`src/rtl/instruction_fetch_if.sv`:
```
// instruction_fetch_if: control, instruction-memory and decode-side signals of the fetch stage.
interface instruction_fetch_if;
    logic       start;
    logic       stall;
    logic       redirect;
    logic [7:0] redirect_pc;
    logic       halt_req;
    logic [7:0] q;
    logic [7:0] address;
    logic [7:0] instr;
    logic [7:0] instr_pc;
    logic       instr_valid;
    logic       halted;

    modport slave (
        input  start, stall, redirect, redirect_pc, halt_req, q,
        output address, instr, instr_pc, instr_valid, halted
    );

    modport master (
        output start, stall, redirect, redirect_pc, halt_req, q,
        input  address, instr, instr_pc, instr_valid, halted
    );
endinterface

```
`src/rtl/instruction_fetch.sv`:
```
// instruction_fetch: owns the PC, reads instruction memory and fills the instruction register.
// Define IFETCH_HALT_DETECT_EN to stop fetching when a HALT_OPCODE byte is fetched.
module instruction_fetch #(
    parameter logic [7:0] RESET_PC    = 8'h00,
    parameter logic [7:0] HALT_OPCODE = 8'h00
) (
    input logic                Clock,
    input logic                Resetn,
    instruction_fetch_if.slave bus
);
`ifdef IFETCH_HALT_DETECT_EN
    localparam bit HALT_DETECT = 1'b1;
`else
    localparam bit HALT_DETECT = 1'b0;
`endif
    typedef enum logic [1:0] {IDLE, RUN, HALT} state_t;
    state_t     state_q, state_d;
    logic [7:0] pc_q, pc_d, instr_q, instr_d, instr_pc_q, instr_pc_d;
    logic       instr_valid_q, instr_valid_d, halted_q, halted_d;
    logic       halt_hit;
    assign halt_hit = HALT_DETECT && bus.q == HALT_OPCODE;
    always_comb begin
        state_d       = state_q;
        pc_d          = pc_q;
        instr_d       = instr_q;
        instr_pc_d    = instr_pc_q;
        instr_valid_d = instr_valid_q;
        if (state_q == IDLE) begin
            state_d = bus.start ? RUN : IDLE;
        end else if (state_q == HALT) begin
            if (bus.start) begin
                state_d = RUN;
                pc_d    = RESET_PC;
            end
        end else if (bus.halt_req) begin
            state_d       = HALT;
            instr_valid_d = 1'b0;
        end else if (bus.redirect) begin
            pc_d          = bus.redirect_pc;
            instr_valid_d = 1'b0;
        end else if (!bus.stall) begin
            // a detected HALT byte is swallowed: PC stays on it, nothing issues
            if (halt_hit) begin
                state_d       = HALT;
                instr_valid_d = 1'b0;
            end else begin
                instr_d       = bus.q;
                instr_pc_d    = pc_q;
                instr_valid_d = 1'b1;
                pc_d          = pc_q + 8'd1;
            end
        end
        halted_d = state_d == HALT;
    end
    always_ff @(posedge Clock or negedge Resetn) begin
        if (!Resetn) begin
            state_q       <= IDLE;
            pc_q          <= RESET_PC;
            instr_q       <= 8'h00;
            instr_pc_q    <= 8'h00;
            instr_valid_q <= 1'b0;
            halted_q      <= 1'b0;
        end else begin
            state_q       <= state_d;
            pc_q          <= pc_d;
            instr_q       <= instr_d;
            instr_pc_q    <= instr_pc_d;
            instr_valid_q <= instr_valid_d;
            halted_q      <= halted_d;
        end
    end
    assign bus.address     = pc_q;
    assign bus.instr       = instr_q;
    assign bus.instr_pc    = instr_pc_q;
    assign bus.instr_valid = instr_valid_q;
    assign bus.halted      = halted_q;
endmodule
```
`src/flat_wrapper.sv`:
```
// flat-port wrapper written by rule: the top's interface ports become plain ports
module instruction_fetch_flat 
#(
    parameter logic [7:0] RESET_PC    = 8'h00,
    parameter logic [7:0] HALT_OPCODE = 8'h00
)
  (Clock, Resetn, bus_start, bus_stall, bus_redirect, bus_redirect_pc, bus_halt_req, bus_q, bus_address, bus_instr, bus_instr_pc, bus_instr_valid, bus_halted);
  instruction_fetch_if bus_i ();
  input logic Clock;
  input logic Resetn;
  input wire logic [$bits(bus_i.start)-1:0] bus_start;
  input wire logic [$bits(bus_i.stall)-1:0] bus_stall;
  input wire logic [$bits(bus_i.redirect)-1:0] bus_redirect;
  input wire logic [$bits(bus_i.redirect_pc)-1:0] bus_redirect_pc;
  input wire logic [$bits(bus_i.halt_req)-1:0] bus_halt_req;
  input wire logic [$bits(bus_i.q)-1:0] bus_q;
  output wire logic [$bits(bus_i.address)-1:0] bus_address;
  output wire logic [$bits(bus_i.instr)-1:0] bus_instr;
  output wire logic [$bits(bus_i.instr_pc)-1:0] bus_instr_pc;
  output wire logic [$bits(bus_i.instr_valid)-1:0] bus_instr_valid;
  output wire logic [$bits(bus_i.halted)-1:0] bus_halted;
  assign bus_i.start = bus_start;
  assign bus_i.stall = bus_stall;
  assign bus_i.redirect = bus_redirect;
  assign bus_i.redirect_pc = bus_redirect_pc;
  assign bus_i.halt_req = bus_halt_req;
  assign bus_i.q = bus_q;
  assign bus_address = bus_i.address;
  assign bus_instr = bus_i.instr;
  assign bus_instr_pc = bus_i.instr_pc;
  assign bus_instr_valid = bus_i.instr_valid;
  assign bus_halted = bus_i.halted;
  instruction_fetch #(.RESET_PC(RESET_PC), .HALT_OPCODE(HALT_OPCODE)) u_core (.Clock(Clock), .Resetn(Resetn), .bus(bus_i));
endmodule
```
`config.mk`:
```
export PLATFORM = sky130hd
export DESIGN_NAME = instruction_fetch_flat
export DESIGN_NICKNAME = d
export VERILOG_FILES = /design/src/rtl/instruction_fetch_if.sv /design/src/rtl/instruction_fetch.sv /design/src/flat_wrapper.sv
export SDC_FILE = /design/constraint.sdc
export NUM_CORES = 1
export LEC_CHECK = 0
export BUFFER_PORTS_ARGS = -buffer_cell sky130_fd_sc_hd__buf_4
export CAP_MARGIN = 15
export CORE_ASPECT_RATIO = 1.5
export CORE_MARGIN = 4
export CORE_UTILIZATION = 48
export CTS_CLUSTER_DIAMETER = 200
export DETAILED_ROUTE_END_ITERATION = 7
export GPL_TIMING_DRIVEN = 0
export PLACE_DENSITY = 0.77
export SLEW_MARGIN = 25
export SYNTH_ARGS = -nofsm -noshare
export SYNTH_HDL_FRONTEND = slang
export SYNTH_SLANG_ARGS = --single-unit
```
`constraint.sdc`:
```
create_clock -name Clock -period 2.35 [get_ports Clock]
set_clock_uncertainty 0.2 [all_clocks]
set_input_delay 0 -clock Clock [delete_from_list [all_inputs] [get_ports Clock]]
set_output_delay 0 -clock Clock [all_outputs]
set_load 0.1 [all_outputs]
```
# Word-level counts from Yosys, hierarchy flattened
# Cells that the tools add are included.
# Widths: inputs -> output; s select.
[op_classes]
n_eq_ne = 6
n_mux = 13
reduce_logical = 4
add_sub_neg = 1
bitwise = 5
[ops]
columns = ["operator", "n"]
rows = [
  ["$mux 8", 5],
  ["$add 8x1->8 const B", 1],
  ["$mux 2", 4],
  ["$ne 3x1->1 const B", 2],
  ["$not 1->1", 5],
  ["$reduce_and 5->1", 1],
  ["$eq 2x2->1 const B", 2],
  ["$mux 1", 4],
  ["$reduce_and 4->1", 1],
  ["$reduce_and 3->1", 1],
  ["$logic_not 2->1", 1],
  ["$ne 2x1->1 const B", 1],
  ["$ne 2x2->1 const B", 1],
]
[totals]
output_inout_bits = 26
word_cells = 35
in_bits = 22
register_bits = 28

# Longest topological paths before layout
# Gate-level depths: netlist of the first run.
[logic_depth]
word_depth = 5
mapped_depth = 6
ltp_nobuf = 5

# Worst setup path after synthesis of the first run
# No wires, ideal clock.
[synth_timing]
path_kind = "register -> register"
start = "register u_core.pc_q[0] (netlist: u_core.bus.address[0])"
end = "register u_core.pc_q[6] (netlist: u_core.bus.address[6])"
setup_time_ns = 0.132
setup_slack_ns = 0.148
t_required_ns = 2.018
stages_incl_launch_ff = 6
path_buffers = 0
arrival_time_ns = 1.870
synth_period_minus_slack_ns = 2.202
path_cell_list = "dfrtp_1 > ha_1 > nand3_1 > o21ba_2 > o21ai_0 > o21ai_0"
[synth_between]
elab_chain_cells = 5
[synth_lines]
columns = ["element", "line", "rtl"]
rows = [
  ["start: declaration", "instruction_fetch.sv:18", "logic [7:0] pc_q, pc_d, instr_q, instr_d, instr_pc_q, instr_pc_d;"],
  ["start signal: assignment", "instruction_fetch.sv:65", "pc_q <= pc_d;"],
  ["$add 8x1->8", "instruction_fetch.sv:50", "pc_d = pc_q + 8'd1;"],
  ["$mux 8", "instruction_fetch.sv:41", "end else if (!bus.stall) begin"],
  ["$mux 8", "instruction_fetch.sv:38", "end else if (bus.redirect) begin"],
  ["$mux 8", "instruction_fetch.sv:35", "end else if (bus.halt_req) begin"],
  ["$mux 8", "instruction_fetch.sv:30", "end else if (state_q == HALT) begin"],
]
# Every way passes these cells. The select of a mux whose other input is x is not followed.
# A chain may end at the register's enable or synchronous reset.

# Worst setup path in the final report of the first run
[layout_timing]
start = "register u_core.pc_q[1] (netlist: u_core.bus.address[1])"
end = "register u_core.pc_q[6] (netlist: u_core.bus.address[6])"
# The elaborated chain is that of the path after synthesis.

==> metrics.md, run 1 <==
| Metric | Value |
|---|---|
| Worst Max-Slew Pin Slew | `0.708 ns` |
| P&R area growth vs syn | `54.3%` |
| Synth cell types | `31` |
| Max_cap viols | `0` |
| Synth Area in Simple Gates | `10.1%` |
| Largest net degree at the start of global routing | `29` |
| Final Max Slew Viols | `0` |
| Synth Area in Adders | `0.945%` |
| Nets | `206` |
| First-pass GRT wire length | `5.64 mm` |
| PortBufs | `46` |
| Routed WL | `3.51 mm` |
| Synth Area in XOR/XNOR | `0%` |
| Reg2reg setup slack | `0.19 ns` |
| CP Launch Point | `u_core.bus.address[1]` |
| Pwr Density | `1270 nW/µm²` |
| Slew headroom | `52.8%` |
| Synth Area in Compound Gates | `14.5%` |
| Cells after synthesis | `108` |
| Antenna violations before repair | `0` |
| Final hold viol count | `0` |
| Worst R2R Path Depth | `6` |
| Core Region | `2650 µm²` |
| Buf/Inv on CP | `1` |
| Clock sink count | `28` |
| Site Rows | `23` |
| Initial DRC Count | `34` |
| Synth Net Count | `131` |
| Clock Pin Slew Worst Setup and Hold Paths | `0.09 ns` |
| Worst-path maximum fanout | `6` |
| Crit end category | `flop` |
| CP max stage delay | `0.58 ns` |
| Leak | `1.01 nW` |
| Post-Syn Area | `1320 µm²` |
| Syn Area/Cell | `12.3 µm²` |
| Share of cells above drive strength 1 | `40.1%` |
| Worst vdd ir | `802 µV` |
| Slowest cell on crit path | `dlygate4sd3_1` |
| CTS Buf Count | `3` |
| Top delay family on crit path | `buffers and inverters` |
| Synthesis Warnings | `0` |
| Main combinational cell family by area after synthesis | `multiplexers` |
| Starting Density | `50.0%` |
| Hold WS | `0.0265 ns` |
| Placer congestion estimate | `0.739` |
| Die extent in y | `72.3 µm` |
| IO Pins | `48` |
| Status | `completed` |
| Clock Tree Buf Depth | `2` |
| Clock root buffer | `clkbuf_8` |
| Filler cells | `172` |
| Commonest cells after routing, fill and taps aside | `buf_4 (46), dfrtp_1 (28), dlygate4sd3_1 (23), mux2_4 (15), o21ai_0 (14)` |
| Htree depth | `1` |
| DRC Markers | `0` |
| Tightest Hold Check Type | `primary input to asynchronous set/reset pin` |
| Critical Path, Cell by Cell | `ha_1 -> nand3_1 -> nor4_2 -> a21oi_1 -> dlygate4sd3_1 -> o21ai_0` |
| Post-synthesis mux area share | `17.9%` |
| Levels on crit path | `6` |
| End of the critical path | `u_core.bus.address[6]` |
| Fmax | `463 MHz` |
| CTS tree | `built` |
| Post-CTS Setup Bufs | `0` |
| Crit Path Category | `flop to flop` |
| Critical path arrival | `2.16 ns` |
| Antenna Cells | `0` |
| Required time worst endpoint | `2.34 ns` |
| Period utilization | `92.0%` |
| R2R Path End | `u_core.bus.address[6]` |
| Number of global-route vias before repair | `1184` |
| Grt ovf | `0` |
| DR vias/cell | `5.29` |
| Seq/Total Area, Yosys | `52.9%` |
| 1st-pass router iterations | `4` |
| Later-pin clock latency in the skew report | `0.27 ns` |
| Synthesized flop and latch total | `28` |
| Final setup TNS | `0 ns` |
| RSZ-0062 raised after global routing | `no` |
| Routed length per instance | `16.0 µm` |
| R2R Path Start | `u_core.bus.address[1]` |
| Die area | `3680 µm²` |
| Gr usage total | `20.2%` |
| DIE WIDTH | `50.9 µm` |
| Final Setup Violations | `0` |
| Crit start category | `flop` |
| Final min period | `2.16 ns` |
| ANT nets after route | `0` |
| Most common cell after layout, fill and taps aside | `buf_4` |
| Via total after detailed routing | `1159` |
| Post-DP HPWL | `2.30 mm` |
-- worst register-to-register path: stages, from the launching register on --
cell and delay, ns:
dfrtp_1 0.44, ha_1 0.22, nand3_1 0.18, nor4_2 0.27, a21oi_1 0.06, dlygate4sd3_1 0.58, o21ai_0 0.15
-- per-layer routing --
metal  routed length (µm)  share of wire [%]  vias up  track usage (%)
li1                     -                  -      544                -
met1                 1340                 38      569             22.6
met2                 1940                 55       44             39.0
met3                  224                6.4        2             2.87
met4                   16               0.46        0             5.39
met5                    0                  0        -                0
-- logic make-up after synthesis --
group / Yosys count
buffers and inverters: 7
DFF: 28
adders and majority gates: 1
muxes: 16
and+or+nand+nor: 25
AOI/OAI and AO/OA: 31
-- stage by stage --
stage          area, µm²  power (mW)  worst slack, ns  utilization [%]  instances
5_1_grt             2040        2.67          0.00789             77.2        219
4_1_cts             2040        2.58            0.147             76.9        219
6_report            2040        2.59            0.188             77.2        219
2_1_floorplan       1320        1.86            0.148                -        108
3_5_place_dp        1720        2.18            0.599             64.8        191
3_3_place_gp        1720        2.15            0.633             64.8        191
-- area by class of cell --
class / instances / area, µm² / area share [%]
Clock inverter: 1 / 30.0 / 1.47
Multi-Input combinational cell: 73 / 581 / 28.4
Sequential cell: 28 / 701 / 34.3
Clock buffer: 3 / 41.3 / 2.02
Timing Repair Buffer: 70 / 596 / 29.1
Tap cell: 37 / 46.3 / 2.27
Inverter: 3 / 11.3 / 0.551
Buffer: 4 / 37.5 / 1.84
-- cell usage after synthesis --
| master | instances | area share, % |
|---|---|---|
| ha_1 | 1 | 0.95 |
| o31ai_1 | 1 | 0.57 |
| nor3_1 | 2 | 0.76 |
| nand2_1 | 6 | 1.7 |
| o21ai_0 | 14 | 5.3 |
| dfrtp_1 | 28 | 53 |
| a22oi_1 | 1 | 0.57 |
| nor3b_1 | 1 | 0.57 |
| nor2b_1 | 1 | 0.47 |
| mux2_2 | 1 | 0.85 |
| a21oi_1 | 5 | 1.9 |
| nor2_1 | 4 | 1.1 |
| buf_6 | 3 | 2.6 |
| o311ai_1 | 1 | 0.66 |
| and3_1 | 1 | 0.47 |
| clkbuf_1 | 1 | 0.28 |
| o21ba_2 | 1 | 0.76 |
| a32oi_1 | 1 | 0.66 |
| o21a_1 | 2 | 1.1 |
| inv_1 | 3 | 0.85 |
| and2b_1 | 1 | 0.57 |
| a32o_1 | 2 | 1.5 |
| a21o_1 | 1 | 0.57 |
| nand3_1 | 4 | 1.5 |
| nand4_1 | 1 | 0.47 |
| o21ai_1 | 1 | 0.38 |
| mux2_4 | 15 | 17 |
| nor4_1 | 1 | 0.47 |
| or4b_4 | 1 | 1.0 |
| nand2b_1 | 2 | 0.95 |
| a31oi_1 | 1 | 0.47 |
-- sequential cells by signal, summed over array words and instances (netlist names) --
register and flops:
u_core.bus.address 8, u_core.bus.halted 1, u_core.bus.instr 8, u_core.bus.instr_pc 8, u_core.bus.instr_valid 1, u_core.state_q 2
-- worst min path at each step --
stage	end	cells past startpoint
after floorplan	u_core.bus.address[0]	0
after global placement	u_core.bus.instr[4]	1
after detailed placement	u_core.bus.instr[4]	1
after CTS	u_core.bus.address[5]	3
after global routing	u_core.bus.instr[2]	3
final	u_core.bus.address[4]	3
-- what timing repair did --
action	4_1_cts	5_1_grt
endpoints found under the hold margin	49	0
hold buffers	24	0
setup endpoints to repair	0	1
gates resized for setup	0	1
-- power breakdown --
group / switching (mW) / leakage (nW) / internal (mW)
Clock: 0.144 / 0.0357 / 0.228
Sequential: 0.115 / 0.356 / 0.613
Combinational: 1.11 / 0.622 / 0.371
Total: 1.37 / 1.01 / 1.21
No activity file was read; power rests on OpenSTA's default activity.
==> run 2, diff against run 1 <==
--- a/config.mk
+++ b/config.mk
@@ -12,7 +12,6 @@
 export CORE_UTILIZATION = 48
 export CTS_CLUSTER_DIAMETER = 200
 export DETAILED_ROUTE_END_ITERATION = 7
-export GPL_TIMING_DRIVEN = 0
 export PLACE_DENSITY = 0.77
 export SLEW_MARGIN = 25
 export SYNTH_ARGS = -nofsm -noshare
==> run 2 against run 1 <==
Cell count increased by 5.0%. Register-to-register slack lost 0.11 ns. Hold slack worse by 0.019 ns. Sequential cell count did not move. Combinational power increased by 4%. First-iteration DRC count down 47%. Worst setup slack worse by 0.11 ns. Final area up 5.0%. Non-clock buffer count rose by 10. Critical endpoint unchanged. Largest power group unchanged.
==> metrics.md, run 2 (synthesized netlist as in run 1, its figures left out) <==
| Metric | Value |
|---|---|
| Status | `completed (unchanged)` |
| Core Region | `2650 µm² (unchanged)` |
| Share of cells above drive strength 1 | `43.0% (was 40.1%)` |
| Crit Path Category | `flop to flop (unchanged)` |
| Via total after detailed routing | `1245 (was 1159)` |
| Final setup TNS | `0 ns (unchanged)` |
| P&R area growth vs syn | `62.1% (was 54.3%)` |
| Die extent in y | `72.3 µm (unchanged)` |
| 1st-pass router iterations | `4 (unchanged)` |
| Nets | `217 (was 206)` |
| ANT nets after route | `0 (unchanged)` |
| Antenna Cells | `0 (unchanged)` |
| Clock root buffer | `clkbuf_8 (unchanged)` |
| Worst Max-Slew Pin Slew | `0.420 ns (was 0.708 ns)` |
| Pwr Density | `1240 nW/µm² (was 1270 nW/µm²)` |
| Final Setup Violations | `0 (unchanged)` |
| Final Cell Area | `2150 µm² (was 2040 µm²)` |
| Leak | `1.05 nW (was 1.01 nW)` |
| Placer congestion estimate | `0.722 (was 0.739)` |
| Starting Density | `50.0% (unchanged)` |
| Die area | `3680 µm² (unchanged)` |
| Site Rows | `23 (unchanged)` |
| Antenna violations before repair | `0 (unchanged)` |
| Hold WS | `0.00713 ns (was 0.0265 ns)` |
| Final hold viol count | `0 (unchanged)` |
| Filler cells | `160 (was 172)` |
| Post-DP HPWL | `2.13 mm (was 2.30 mm)` |
| Slew headroom | `72.0% (was 52.8%)` |
| Clock Tree Buf Depth | `2 (unchanged)` |
| Routed length per instance | `15.8 µm (was 16.0 µm)` |
| Critical path arrival | `2.27 ns (was 2.16 ns)` |
| Crit end category | `flop (unchanged)` |
| Most common cell after layout, fill and taps aside | `buf_4 (unchanged)` |
| Final min period | `2.27 ns (was 2.16 ns)` |
| Grt ovf | `0 (unchanged)` |
| Worst vdd ir | `808 µV (was 802 µV)` |
| PortBufs | `47 (was 46)` |
| Max_cap viols | `0 (unchanged)` |
| Required time worst endpoint | `2.35 ns (was 2.34 ns)` |
| Final Max Slew Viols | `0 (unchanged)` |
| Crit start category | `flop (unchanged)` |
| First-pass GRT wire length | `5.49 mm (was 5.64 mm)` |
| Largest net degree at the start of global routing | `29 (unchanged)` |
| Final core utilization | `81.0% (was 77.2%)` |
| DRC Markers | `0 (unchanged)` |
| Commonest cells after routing, fill and taps aside | `buf_4 (54), dlygate4sd3_1 (29), dfrtp_1 (25), mux2_4 (15), o21ai_0 (14) (was buf_4 (46), dfrtp_1 (28), dlygate4sd3_1 (23), mux2_4 (15), o21ai_0 (14))` |
| Tightest Hold Check Type | `primary input to asynchronous set/reset pin (unchanged)` |
| Fmax | `440 MHz (was 463 MHz)` |
| IO Pins | `48 (unchanged)` |
| Htree depth | `1 (unchanged)` |
| Clock sink count | `28 (unchanged)` |
| CTS Buf Count | `3 (unchanged)` |
| Later-pin clock latency in the skew report | `0.28 ns (was 0.27 ns)` |
| Worst-path maximum fanout | `5 (was 6)` |
| Routed WL | `3.63 mm (was 3.51 mm)` |
| Clock Pin Slew Worst Setup and Hold Paths | `0.10 ns (was 0.09 ns)` |
| DR vias/cell | `5.41 (was 5.29)` |
| CTS tree | `built (unchanged)` |
| Placed cell areas | `1690 µm² (was 1720 µm²)` |
| Initial DRC Count | `18 (was 34)` |
| Period utilization | `96.7% (was 92.0%)` |
| Number of global-route vias before repair | `1229 (was 1184)` |
| DIE WIDTH | `50.9 µm (unchanged)` |
| Gr usage total | `19.8% (was 20.2%)` |
run 2: cell count changes in the layout (fill, tap and decap cells not counted), sizes merged:
| cell | change |
|---|---|
| buf | +5 |
| clkbuf | -1 |
| dlygate4sd3 | +6 |
| or4b | +1 |
run 2: stage by stage:
step | setup slack [ns] | power, mW | std cells
2_1_floorplan | 0.148 | 1.86 | 108
3_3_place_gp | 0.564 | 2.15 | 188
3_5_place_dp | 0.523 | 2.17 | 188
4_1_cts | 0.0287 | 2.60 | 223
5_1_grt | -0.0351 | 2.76 | 230
6_report | 0.0781 | 2.66 | 230
run 2: cell type report:
cell class	count	area, µm²	share of cell area [%]
clock inverters	1	30.0	1.40
flip-flops and latches	28	704	32.8
repair buffers	84	716	33.4
inverters	3	11.3	0.525
multi-input cells	74	597	27.8
clock buffers	3	41.3	1.92
well taps	37	46.3	2.16
run 2: report_power, final:
part,total (mW),switching (mW),internal [mW],leakage (nW)
combinational,1.55,1.13,0.422,0.666
sequential,0.726,0.111,0.616,0.352
clock,0.381,0.153,0.228,0.0357
run 2: path summary, 6_finish.rpt:
path,slack (ns),end,start,cells after the start
setup / recovery,0.08,u_core.bus.address[6],u_core.bus.address[0],7
max in group asynchronous,1.78,u_core.bus.address[2],Resetn,3
min in group Clock,0.29,u_core.bus.instr[2],bus_q[2],3
hold reg to reg,0.31,u_core.bus.instr_pc[7],u_core.bus.instr_pc[7],2
setup reg to reg,0.08,u_core.bus.address[6],u_core.bus.address[0],7
hold / removal,0.007,u_core.bus.instr[2],Resetn,3
run 2: worst max-delay path: stages (launching register included):
cell and delay, ns:
dfrtp_2 0.41, buf_4 0.13, ha_1 0.20, nand3_1 0.17
nor4_1 0.31, a21oi_1 0.07, dlygate4sd3_1 0.57, o21ai_0 0.13
run 2: routing by layer:
layer	vias up	part of all wire (%)	track usage, %
met4	0	2.3	8.68
met2	57	53	36.3
li1	570	-	-
met1	608	39	22.8
met3	10	5.3	2.05
met5	-	0	0
run 2: repair_timing:
action	in CTS	in global routing
gates resized for setup	0	5
setup endpoints to repair	0	2
hold buffers	31	0
hold endpoints to repair	49	0
setup buffers	0	7
